==> src/rtl/rv_rf_pkg.sv <==
// rv_rf_pkg
// Shared constants and types for the multi-read-port RV32I register file.
// Holds the default data width and register count, the hardwired zero
// register index, and the address/word typedefs used by the core.
// Configuration macro: RV_RF_BYPASS_EN (consumed by the top and scoreboard).
package rv_rf_pkg;

  localparam int DEF_XLEN  = 32;
  localparam int DEF_NREGS = 32;
  localparam int REG_ZERO  = 0;

  typedef logic [4:0]          reg_addr_t;
  typedef logic [DEF_XLEN-1:0] reg_word_t;

endpackage

==> src/rtl/rv_rf_scoreboard.sv <==
// rv_rf_scoreboard
// Per-register busy tracking used by issue to detect RAW hazards against
// writebacks still in flight.
// Ports:
//   i_clk, i_rst        clock, synchronous active-high reset
//   i_wrEn, i_wrAddr    writeback port (clears busy)
//   i_issueValid/Rd     issuing producer (sets busy)
//   i_rsAddr            NREAD packed read addresses
//   o_rsBusy            NREAD busy flags, combinational lookup
// Configuration macro: RV_RF_BYPASS_EN masks busy for a register being
// written back in the current cycle.
module rv_rf_scoreboard
  import rv_rf_pkg::*;
#(
  parameter  int NREGS = DEF_NREGS,
  parameter  int NREAD = 2,
  localparam int AW    = $clog2(NREGS)
) (
  input  logic                i_clk,
  input  logic                i_rst,
  input  logic                i_wrEn,
  input  logic [AW-1:0]       i_wrAddr,
  input  logic                i_issueValid,
  input  logic [AW-1:0]       i_issueRd,
  input  logic [NREAD*AW-1:0] i_rsAddr,
  output logic [NREAD-1:0]    o_rsBusy
);

  logic [NREGS-1:0] r_busy;
  logic             w_set;
  logic             w_clr;

  assign w_set = i_issueValid && (i_issueRd != AW'(REG_ZERO));
  assign w_clr = i_wrEn && (i_wrAddr != AW'(REG_ZERO));

  // The set is issued after the clear so that, for the same register on the
  // same edge, the newly issued producer keeps the register busy.
  always_ff @(posedge i_clk) begin
    if (i_rst) begin
      r_busy <= '0;
    end else begin
      if (w_clr) r_busy[i_wrAddr] <= 1'b0;
      if (w_set) r_busy[i_issueRd] <= 1'b1;
    end
  end

  for (genvar gi = 0; gi < NREAD; gi++) begin : g_busy
    logic [AW-1:0] w_addr;
    logic          w_stored;
    logic          w_busy;

    assign w_addr   = i_rsAddr[gi*AW +: AW];
    assign w_stored = (w_addr != AW'(REG_ZERO)) && r_busy[w_addr];

`ifdef RV_RF_BYPASS_EN
    // A writeback in this cycle already resolves the hazard for a consumer.
    assign w_busy = w_stored && !(w_clr && (w_addr == i_wrAddr));
`else
    assign w_busy = w_stored;
`endif

    assign o_rsBusy[gi] = !i_rst && w_busy;
  end

endmodule

==> src/rtl/rv_regfile_mp.sv <==
// rv_regfile_mp
// Multi-read-port integer register file: NREAD combinational read ports,
// one synchronous write port, synchronous clear on reset, and a busy
// scoreboard for hazard detection at issue.
// Ports:
//   clk, rst             clock, synchronous active-high reset
//   regWrite, rd, data   writeback port
//   rs_addr / rs_data    packed read ports (port i at [i*AW] / [i*XLEN])
//   issue_valid/issue_rd producer being issued this cycle
//   rs_busy              per-port pending-write flag
// Configuration macro: RV_RF_BYPASS_EN forwards the write data and clears
// busy for a read of the register being written in the same cycle.
module rv_regfile_mp
  import rv_rf_pkg::*;
#(
  parameter  int XLEN  = DEF_XLEN,
  parameter  int NREGS = DEF_NREGS,
  parameter  int NREAD = 2,
  localparam int AW    = $clog2(NREGS)
) (
  input  logic                  clk,
  input  logic                  rst,
  input  logic                  regWrite,
  input  logic [AW-1:0]         rd,
  input  logic [XLEN-1:0]       data,
  input  logic [NREAD*AW-1:0]   rs_addr,
  output logic [NREAD*XLEN-1:0] rs_data,
  input  logic                  issue_valid,
  input  logic [AW-1:0]         issue_rd,
  output logic [NREAD-1:0]      rs_busy
);

  logic [XLEN-1:0] r_regs [NREGS];
  logic            w_wrEn;

  assign w_wrEn = regWrite && (rd != AW'(REG_ZERO));

  // Entry 0 is never written; reads of it are forced to zero below anyway.
  always_ff @(posedge clk) begin
    if (rst) begin
      for (int k = 0; k < NREGS; k++) r_regs[k] <= '0;
    end else if (w_wrEn) begin
      r_regs[rd] <= data;
    end
  end

  for (genvar gi = 0; gi < NREAD; gi++) begin : g_read
    logic [AW-1:0]   w_addr;
    logic [XLEN-1:0] w_stored;
    logic [XLEN-1:0] w_data;

    assign w_addr   = rs_addr[gi*AW +: AW];
    assign w_stored = (w_addr == AW'(REG_ZERO)) ? '0 : r_regs[w_addr];

`ifdef RV_RF_BYPASS_EN
    assign w_data = (w_wrEn && (w_addr == rd)) ? data : w_stored;
`else
    assign w_data = w_stored;
`endif

    // Reset holds every port at zero, including any forwarded value.
    assign rs_data[gi*XLEN +: XLEN] = rst ? '0 : w_data;
  end

  rv_rf_scoreboard #(
    .NREGS(NREGS),
    .NREAD(NREAD)
  ) u_scoreboard (
    .i_clk       (clk),
    .i_rst       (rst),
    .i_wrEn      (regWrite),
    .i_wrAddr    (rd),
    .i_issueValid(issue_valid),
    .i_issueRd   (issue_rd),
    .i_rsAddr    (rs_addr),
    .o_rsBusy    (rs_busy)
  );

endmodule

==> config.mk <==
export PLATFORM = sky130hd
export DESIGN_NAME = rv_regfile_mp
export DESIGN_NICKNAME = d
export VERILOG_FILES = /design/src/rtl/rv_rf_pkg.sv /design/src/rtl/rv_rf_scoreboard.sv /design/src/rtl/rv_regfile_mp.sv
export SDC_FILE = /design/constraint.sdc
export NUM_CORES = 2
export LEC_CHECK = 0
export CAP_MARGIN = 15
export CORE_UTILIZATION = 50
export DETAILED_ROUTE_END_ITERATION = 12
export PLACE_DENSITY = 0.7
export SLEW_MARGIN = 20
export SYNTH_ARGS = -nofsm -noshare
export SYNTH_HDL_FRONTEND = slang
export SYNTH_SLANG_ARGS = --single-unit
==> constraint.sdc <==
create_clock -name clk -period 11.4 [get_ports clk]
set_clock_uncertainty 0.15 [all_clocks]
set_input_delay 1.71 -clock clk [delete_from_list [all_inputs] [get_ports clk]]
set_output_delay 1.71 -clock clk [all_outputs]
set_load 0.02 [all_outputs]
==> run summary <==
outcome -> finished, final reports clean
Routed WL per cell -> 34.2 µm
CP required -> 9.54 ns
Pins Over Slew Limit -> 0
area grow syn2layout -> 10.6%
Pwr per Cell Area -> 147 mW/mm²
TritonCTS clock tree -> done
CTS Hold Buffers Added -> 0
crit path DAT -> 6.08 ns
final hold vios -> 0
Core Box Area -> 0.109 mm²
first-pass GRT wire length -> 271000 µm
cts repair resizes -> 0
vias in the first global route -> 38.0k
Post-Syn Area -> 0.0547 mm²
GRT Overall Usage -> 0.343
critical path's largest stage delay -> 0.77 ns
largest net degree at the start of global routing -> 138
Post-synth ARST share -> 0
syn_nets -> 4275
WL final -> 193000 µm
drt first pass iters -> 8
Worst path slowest cell -> buf_4
crit start category -> primary input
Total Nets Final -> 4181
Max Fclk -> 0.126 GHz
commonest non-fill, non-tap cells in the layout -> and2_1 (995), edfxtp_1 (993), mux2i_1 (574)
iteration-0 DRC count of the detailed router -> 6043
FF+latch count, synth -> 1024
post-route ant nets -> 0
Max Cap Violations -> 0
Final Non-Filler Cells -> 5634
Worst Tran Pin Value -> 1.27 ns
clk sink count -> 1024
H-tree depth -> 3
commonest non-fill, non-tap cell in the layout -> and2_1
routed vias -> 38.9k
initial antenna violation count -> 18
post-synthesis sequential area ratio -> 0.556
final core utilization -> 0.557
DIE AREA -> 0.111 mm²
number of synthesized flops with an enable pin -> 993
Crit Path Category -> in2out
Syn Inst Count -> 4219
largest cells by area after synthesis -> edfxtp_1 (54%), and2_1 (11%), mux2i_1 (10%)
Yosys warning count -> 0
Final TNS setup -> 0 ns
Final Cycle Share -> 0.696
Crit Path Max Fanout -> 121
ordered cell list for the critical path -> buf_8, buf_4, buf_12, mux2i_1, o22ai_1, o21ai_0, nand4_1, clkdlybuf4s50_1
total power -> 8.91 mW
grt total ovfl -> 0
number of CTS-inserted buffers -> 107
# DRC -> 0
Mapped Avg Cell Area -> 13.0 µm²
worst hold-check path type -> reg2reg
CP Capture Type -> output port
width of the die -> 333 µm
distinct cell type count after synthesis -> 46
Post-Place Cells -> 5430
top cell type's share of synthesized area -> 0.545
DP HPWL -> 109000 µm
clock-pin slew on the worst setup and hold paths -> 0.05 ns
Lkg Pwr -> 21.7 nW
site row count -> 121
Rel. slew slack -> 0.154
endpoints failing setup -> 0
Port-buffer cells -> 121
CTS Buffer Depth -> 3
DR vias/cell -> 6.91
Peak VDD IR -> 0.133 mV
Layout fillers -> 8810
Root Buffer -> clkbuf_16
share of cells above drive strength 1 -> 0.134
final hold slack -> 0.337 ns
Initial Util -> 0.503
IO Pins -> 122
setup bufs post-CTS -> 0
RSZ-0062 raised after global routing -> false
routability congestion estimate -> 0.928
DIE HEIGHT -> 333 µm
post-layout minimum cycle time -> 7.94 ns
post-synth top area cell -> edfxtp_1
Synth Flop Type -> edfxtp_1
worst skew pair latency -> 0.68 ns
-- cell usage after synthesis, types with 2 or more instances --
master,instances
and2_1,994
edfxtp_1,993
mux2i_1,574
clkbuf_1,296
mux4_2,206
o22ai_1,204
a22oi_1,189
nand2_1,188
buf_2,109
o21ai_0,81
nand4_1,65
a221oi_1,61
nor2_1,50
inv_1,38
dfxtp_1,31
nand3_1,24
buf_4,21
nor2b_1,14
nor3_1,9
or3_1,8
nand2b_1,7
nor3b_1,6
a21oi_1,4
buf_1,4
mux2_2,4
o21ai_1,4
a311oi_1,3
a32o_1,3
nand4b_1,3
nor4_2,3
o211ai_1,3
a32oi_1,2
and3_1,2
buf_6,2
o311ai_1,2
or4_1,2
-- sequential cells by signal, indices dropped and copies added (netlist names) --
name / cells
r_regs: 993
u_scoreboard.r_busy: 31
-- per-stage QoR --
stage / area (µm²) / setup WS [ns]
finish: 60500 / 3.46
global route: 60500 / 3.49
CTS: 60500 / 3.72
detailed placement: 57200 / 3.73
global placement: 57100 / 3.77
floorplan: 54700 / 6.14
-- path summary, 6_finish.rpt --
check,depth (start not counted),end,startpoint,slack (ns)
setup reg to reg,2,u_scoreboard.r_busy[10],u_scoreboard.r_busy[10],10.58
hold / removal,2,u_scoreboard.r_busy[4],u_scoreboard.r_busy[4],0.34
hold reg to reg,2,u_scoreboard.r_busy[4],u_scoreboard.r_busy[4],0.34
setup / recovery,8,rs_data[25],rs_addr[1],3.46
-- kinds of logic after synthesis --
family	synth area share
AO/OA/AOI/OAI	0.0697
multiplexers	0.191
other	0.0000685
flip-flops	0.556
buffers and inverters	0.0364
AND/OR/NAND/NOR	0.147
-- area by class of cell --
type	count	area (µm²)	area share
tap	1414	1770	0.0292
multi-input combinational	2725	22700	0.376
clock inverter	51	383	0.00633
timing repair buffer	229	2060	0.0340
clock buffer	148	2970	0.0490
inverter	38	143	0.00236
antenna	5	12.5	0.000207
sequential	1024	30400	0.503
-- where the power goes --
group          switching [mW]  internal, mW
Sequential              0.109          4.33
Clock                    1.50          1.92
Combinational           0.678         0.376
-- critical path, delay by kind of cell --
kind | cells | cell delay (ns)
AOI/OAI and AO/OA | 2 | 0.67
buffers and inverters | 4 | 2.56
muxes | 1 | 0.28
and+or+nand+nor | 1 | 0.50
-- routing by layer --
metal / global-route usage / up-vias / part of all wire
met5: 0 / - / 0.00062
met4: 0.213 / 16 / 0.068
met3: 0.0868 / 668 / 0.13
met2: 0.516 / 3055 / 0.44
li1: - / 15700 / -
met1: 0.446 / 19500 / 0.36
Note: power is estimated with default switching activity, not from simulation.
